==> src/rtl/ifetch_pkg.sv <==
// Shared definitions for the instruction-fetch stage: FSM states and the flush NOP.
package ifetch_pkg;

  typedef enum logic [1:0] {
    S_IDLE  = 2'd0,
    S_FETCH = 2'd1,
    S_HALT  = 2'd2
  } if_state_e;

  localparam logic [31:0] IF_NOP = 32'h0000_0013;

endpackage

==> src/rtl/ifetch_if.sv <==
// Bundle of icache and decode-side signals of the fetch stage; master = ifetch, slave = environment.
interface ifetch_if #(
  parameter int unsigned WIDTH = 32
);
  logic             o_mem_rq;
  logic             o_rnw;
  logic [WIDTH-1:0] o_pc;
  logic [WIDTH-1:0] i_inst_data;
  logic             o_valid;
  logic [WIDTH-1:0] o_inst;
  logic [WIDTH-1:0] o_inst_pc;
  logic             i_ready;
  logic             i_redirect;
  logic [WIDTH-1:0] i_redirect_pc;
  logic             i_halt;

  modport master (
    output o_mem_rq, o_rnw, o_pc, o_valid, o_inst, o_inst_pc,
    input  i_inst_data, i_ready, i_redirect, i_redirect_pc, i_halt
  );

  modport slave (
    input  o_mem_rq, o_rnw, o_pc, o_valid, o_inst, o_inst_pc,
    output i_inst_data, i_ready, i_redirect, i_redirect_pc, i_halt
  );
endinterface

==> src/rtl/ifetch_fetch_queue.sv <==
// In-order {pc, inst} queue between icache and decode; supports same-cycle push+pop and flush.
module fetch_queue
  import ifetch_pkg::*;
#(
  parameter int unsigned WIDTH = 32,
  parameter int unsigned DEPTH = 2
) (
  input  logic                       i_clk,
  input  logic                       i_reset,
  input  logic                       flush,
  input  logic                       push,
  input  logic [2*WIDTH-1:0]         push_data,
  input  logic                       pop,
  output logic                       valid,
  output logic [2*WIDTH-1:0]         head,
  output logic [$clog2(DEPTH):0]     count
);
  localparam int unsigned AW = $clog2(DEPTH);
  localparam int unsigned CW = AW + 1;

  logic [2*WIDTH-1:0] mem [DEPTH];
  logic [AW-1:0]      wr_ptr;
  logic [AW-1:0]      rd_ptr;

  always_ff @(posedge i_clk) begin
    if (i_reset) begin
      wr_ptr <= '0;
      rd_ptr <= '0;
      count  <= '0;
      for (int unsigned i = 0; i < DEPTH; i++) mem[i] <= '0;
    end else if (flush) begin
      wr_ptr <= '0;
      rd_ptr <= '0;
      count  <= '0;
      // Slot 0 becomes the head after a flush, so decode sees a NOP while the queue refills
      mem[0] <= {{WIDTH{1'b0}}, WIDTH'(IF_NOP)};
    end else begin
      if (push) begin
        mem[wr_ptr] <= push_data;
        wr_ptr      <= wr_ptr + 1'b1;
      end
      if (pop) rd_ptr <= rd_ptr + 1'b1;
      count <= count + CW'(push) - CW'(pop);
    end
  end

  assign valid = (count != '0);
  assign head  = mem[rd_ptr];

endmodule

==> src/rtl/ifetch.sv <==
// Fetch stage: owns the PC, issues one icache read per cycle and queues {pc, inst} for decode.
module ifetch
  import ifetch_pkg::*;
#(
  parameter int unsigned      WIDTH    = 32,
  parameter int unsigned      DEPTH    = 2,
  parameter logic [WIDTH-1:0] RESET_PC = '0
) (
  input  logic     i_clk,
  input  logic     i_reset,
  ifetch_if.master bus
);
  localparam int unsigned CW = $clog2(DEPTH) + 1;

  if_state_e            state;
  logic [WIDTH-1:0]     pc;
  logic [2*WIDTH-1:0]   head;
  logic [CW-1:0]        count;
  logic                 q_valid;
  logic                 space;
  logic                 issue;
  logic                 deq;
  logic                 flush;

  // A dequeue in the same cycle frees a slot, which keeps throughput at one per cycle
  assign space = (count < CW'(DEPTH)) | (q_valid & bus.i_ready);
  assign issue = !i_reset & (state == S_FETCH) & !bus.i_redirect & !bus.i_halt & space;
  assign deq   = q_valid & bus.i_ready & !bus.i_redirect;
  assign flush = bus.i_redirect;

  always_ff @(posedge i_clk) begin
    if (i_reset) begin
      state <= S_IDLE;
      pc    <= RESET_PC;
    end else if (bus.i_redirect) begin
      state <= S_FETCH;
      pc    <= {bus.i_redirect_pc[WIDTH-1:2], 2'b00};
    end else begin
      case (state)
        S_IDLE:  state <= S_FETCH;
        S_FETCH: begin
          if (bus.i_halt) state <= S_HALT;
          else if (issue) pc <= pc + WIDTH'(4);
        end
        S_HALT:  state <= S_HALT;
        default: state <= S_IDLE;
      endcase
    end
  end

  fetch_queue #(
    .WIDTH (WIDTH),
    .DEPTH (DEPTH)
  ) u_queue (
    .i_clk     (i_clk),
    .i_reset   (i_reset),
    .flush     (flush),
    .push      (issue),
    .push_data ({pc, bus.i_inst_data}),
    .pop       (deq),
    .valid     (q_valid),
    .head      (head),
    .count     (count)
  );

  assign bus.o_mem_rq  = issue;
  assign bus.o_rnw     = 1'b1;
  assign bus.o_pc      = pc;
  assign bus.o_valid   = q_valid;
  assign bus.o_inst    = head[WIDTH-1:0];
  assign bus.o_inst_pc = head[2*WIDTH-1:WIDTH];

endmodule
==> src/flat_wrapper.sv <==
// flat-port wrapper written by rule: the top's interface ports become plain ports
module ifetch_flat import ifetch_pkg::*;
#(
  parameter int unsigned      WIDTH    = 32,
  parameter int unsigned      DEPTH    = 2,
  parameter logic [WIDTH-1:0] RESET_PC = '0
)
  (i_clk, i_reset, bus_o_mem_rq, bus_o_rnw, bus_o_pc, bus_o_valid, bus_o_inst, bus_o_inst_pc, bus_i_inst_data, bus_i_ready, bus_i_redirect, bus_i_redirect_pc, bus_i_halt);
  ifetch_if #(.WIDTH(WIDTH)) bus_i ();
  input  logic i_clk;
  input  logic i_reset;
  output wire logic [$bits(bus_i.o_mem_rq)-1:0] bus_o_mem_rq;
  output wire logic [$bits(bus_i.o_rnw)-1:0] bus_o_rnw;
  output wire logic [$bits(bus_i.o_pc)-1:0] bus_o_pc;
  output wire logic [$bits(bus_i.o_valid)-1:0] bus_o_valid;
  output wire logic [$bits(bus_i.o_inst)-1:0] bus_o_inst;
  output wire logic [$bits(bus_i.o_inst_pc)-1:0] bus_o_inst_pc;
  input wire logic [$bits(bus_i.i_inst_data)-1:0] bus_i_inst_data;
  input wire logic [$bits(bus_i.i_ready)-1:0] bus_i_ready;
  input wire logic [$bits(bus_i.i_redirect)-1:0] bus_i_redirect;
  input wire logic [$bits(bus_i.i_redirect_pc)-1:0] bus_i_redirect_pc;
  input wire logic [$bits(bus_i.i_halt)-1:0] bus_i_halt;
  assign bus_o_mem_rq = bus_i.o_mem_rq;
  assign bus_o_rnw = bus_i.o_rnw;
  assign bus_o_pc = bus_i.o_pc;
  assign bus_o_valid = bus_i.o_valid;
  assign bus_o_inst = bus_i.o_inst;
  assign bus_o_inst_pc = bus_i.o_inst_pc;
  assign bus_i.i_inst_data = bus_i_inst_data;
  assign bus_i.i_ready = bus_i_ready;
  assign bus_i.i_redirect = bus_i_redirect;
  assign bus_i.i_redirect_pc = bus_i_redirect_pc;
  assign bus_i.i_halt = bus_i_halt;
  ifetch #(.WIDTH(WIDTH), .DEPTH(DEPTH), .RESET_PC(RESET_PC)) u_core (.i_clk(i_clk), .i_reset(i_reset), .bus(bus_i));
endmodule
==> config.mk <==
export PLATFORM = sky130hd
export DESIGN_NAME = ifetch_flat
export DESIGN_NICKNAME = d
export VERILOG_FILES = /design/src/rtl/ifetch_pkg.sv /design/src/rtl/ifetch_if.sv /design/src/rtl/ifetch_fetch_queue.sv /design/src/rtl/ifetch.sv /design/src/flat_wrapper.sv
export SDC_FILE = /design/constraint.sdc
export NUM_CORES = 1
export LEC_CHECK = 0
export CAP_MARGIN = 20
export CELL_PAD_IN_SITES_DETAIL_PLACEMENT = 0
export CELL_PAD_IN_SITES_GLOBAL_PLACEMENT = 1
export CORE_AREA = 5 5 170 172
export CTS_CLUSTER_DIAMETER = 30
export CTS_CLUSTER_SIZE = 28
export DETAILED_ROUTE_END_ITERATION = 7
export DIE_AREA = 0 0 175 177
export MAX_ROUTING_LAYER = met4
export PLACE_DENSITY_LB_ADDON = 0.1
export SYNTH_ARGS = -nofsm -noshare
export SYNTH_HDL_FRONTEND = slang
export SYNTH_SLANG_ARGS = --single-unit
==> constraint.sdc <==
create_clock -name i_clk -period 8.9 [get_ports i_clk]
set_input_delay 2.225 -clock i_clk [delete_from_list [all_inputs] [get_ports i_clk]]
set_output_delay 2.225 -clock i_clk [all_outputs]
set_load 0.03 [all_outputs]
==> flow_metrics.env <==
export IMPL_met2_length_um=10900
export IMPL_setup_ws_ps=2330
export IMPL_holdWs_ps=483
export IMPL_cts_resized=0
export IMPL_crit_fanout=12
export IMPL_synth_edf_count=124
export IMPL_yosys_area_top_type="edfxtp_1"
export IMPL_vias=5322
export IMPL_fillers=2695
export IMPL_ios=168
export IMPL_setup_worst_path_end_class="output port"
export IMPL_maxSlewViolCount=0
export IMPL_yosysTopAreaCellShare=0.496
export IMPL_power_leakage_nw=3.77
export IMPL_grt_usage=0.150
export IMPL_drtPass1Iterations=5
export IMPL_worstHoldPathType="reg2reg"
export IMPL_nNetsFinal=836
export IMPL_hold_depth=2
export IMPL_std_cell_rows=61
export IMPL_cts_buffer_depth=2
export IMPL_final_cells=1121
export IMPL_gr_total_overflow=0
export IMPL_fin_worst_skew_ps=11.5
export IMPL_antenna_found_initial=0
export IMPL_ir_worst_vdd_v=0.0000874
export IMPL_path_clk_slew_ps=60
export IMPL_place_ws_ps=2310
export IMPL_hold_buffers=0
export IMPL_reg2reg_from="u_core.state[1]"
export IMPL_period_share=0.738
export IMPL_min_period_ps=6570
export IMPL_ys_ff_latch=161
export IMPL_rsz0062_at_grt="false"
export IMPL_r2r_end="u_core.u_queue.mem[0][36]"
export IMPL_area_growth_pct=33.3
export IMPL_port_buffer_count=160
export IMPL_place_congestion=0.755
export IMPL_required_ps=6680
export IMPL_cap_violations=0
export IMPL_seq_area_frac_synth=0.595
export IMPL_clockRootBuffer="clkbuf_16"
export IMPL_hold_viol=0
export IMPL_synth_area_top_cells="edfxtp_1, dfxtp_1, mux2_2"
export IMPL_dp_cells=1089
export IMPL_grt_pass1_vias=5512
export IMPL_critPathKind="in2out"
export IMPL_wl_um=22400
export IMPL_hpwl_um=14300
export IMPL_ys_warnings_count=0
export IMPL_via_per_inst=4.75
export IMPL_cts_setup_buffers=0
export IMPL_start_kind="input pin"
export IMPL_synthDistinctLibCells=47
export IMPL_syn_area_sq_um=7500
export IMPL_reg2reg_slack_ps=4990
export IMPL_cts_tree="done"
export IMPL_met1_length_um=10300
export IMPL_grt_max_degree=66
export IMPL_cp_arrival_ps=4340
export IMPL_drc=0
export IMPL_detail_route_antenna_nets=0
export IMPL_worstHoldStart="u_core.state[1]"
export IMPL_cts_buffers=17
export IMPL_start_util=0.275
export IMPL_worstHoldEndpoint="u_core.state[1]"
export IMPL_p_per_area_nw_per_um2=185
export IMPL_max_freq_mhz=152
export IMPL_clock_sinks=161
export IMPL_die_w_um=175
export IMPL_htree_num_levels=4
export IMPL_drt_initial_drc_count=233
export IMPL_grt_pass1_wl_um=34200
export IMPL_synth_flop_cell="edfxtp_1"
export IMPL_n_antenna_cell=0
export IMPL_dieArea_sq_um=31000
export IMPL_maxUsedRoutingLayer="met4"
export IMPL_rr_worst_depth=10
export IMPL_drive_gt1_frac=0.146
export IMPL_maxSlewHeadroom=0.347
export IMPL_coreArea_sq_um=27300
export IMPL_synth_common_cells="edfxtp_1, and3_1, mux2_2, and2_1, dfxtp_1"
export IMPL_status="complete, no violations"
export IMPL_detail_route_wl_per_cell_um=20.0
export IMPL_setup_viol=0
export IMPL_post_synth_top_count_cell="edfxtp_1"
export IMPL_tns_ps=0
export IMPL_dieHeight_um=177
export IMPL_met3_length_um=1020
export IMPL_worstSkewPairLatency_ps=420
export IMPL_syn_avg_cell_area_sq_um=12.1
export IMPL_finish_utilization=0.366
export IMPL_tightest_slew_ps=980
export IMPL_synthCells=622
export IMPL_synthArstFlopShare=0
## layout make-up
type                    count  area (sq um)  area share
clock buffers              20           437      0.0436
clock inverters            12           158      0.0158
inverters                  11          41.3     0.00413
multi-input cells         404          2800       0.280
flip-flops and latches    161          4470       0.447
well taps                 346           433      0.0433
repair buffers            167          1670       0.167
## logic make-up (layout without fill, tap and decap cells)
group,Yosys count,in the layout,synth area share
and+or+nand+nor,258,258,0.192
other,2,5,0.00100
xor gates and xnor gates,27,27,0.0315
DFF,161,161,0.595
adders and majority gates,5,5,0.00834
AOI/OAI and AO/OA,46,46,0.0405
muxes,63,63,0.0944
buffers and inverters,60,210,0.0378
## state kept, by name, summed over array words and instances (netlist names), named ones only
name / count
u_core.state: 2
u_core.u_queue.count: 2
u_core.u_queue.wr_ptr: 1
u_core.u_queue.rd_ptr: 1
u_core.u_queue.mem: 124
u_core.bus.o_pc: 30
## worst max-delay path by stage
stage	startpoint	endpoint	slack, ps	cells after the start
after floorplan	bus_i_halt	u_core.u_queue.mem[0][0]	1130	4
final	bus_i_halt	bus_o_mem_rq	2330	5
after CTS	bus_i_halt	bus_o_mem_rq	2310	5
after detailed placement	bus_i_halt	bus_o_mem_rq	2310	5
after global routing	bus_i_halt	bus_o_mem_rq	2180	5
after global placement	bus_i_halt	bus_o_mem_rq	2300	5
## layer usage
layer / track usage / up-vias
met2: 0.241 / 131
met5: - / -
met1: 0.193 / 2638
met4: 0.0393 / 0
li1: - / 2539
met3: 0.0333 / 14
## cells in the final DEF, fill, tap and decap left out, drive strengths merged, types with 6 or more instances in the layout
cell	count
nand4	13
buf	7
a21oi	12
nor2	33
a31oi	6
a211oi	16
dfxtp	37
clkdlybuf4s50	160
nand2	36
and2	56
nor4	11
nand3	10
xnor2	19
nor3	16
mux2	62
inv	13
clkbuf	20
and3	64
xor2	8
edfxtp	124
## critical path: stages
cell	delay (ps)
clkdlybuf4s50_1	410
nor2b_1	320
nand2_1	440
nor2_4	250
clkdlybuf4s50_1	700
## per-stage QoR
step	total power [mW]	cell area [sq um]
after floorplan	1.00	7520
after global placement	1.12	9390
after detailed placement	1.12	9410
after CTS	1.88	10000
after global routing	1.93	10000
final	1.85	10000
## where the power goes
part	switching (mW)	leakage, nW	internal [mW]
sequential	0.0262	1.65	0.845
clock	0.307	0.277	0.444
combinational	0.131	1.84	0.0985
total	0.464	3.77	1.39
Power figures use the tool's default switching activity.
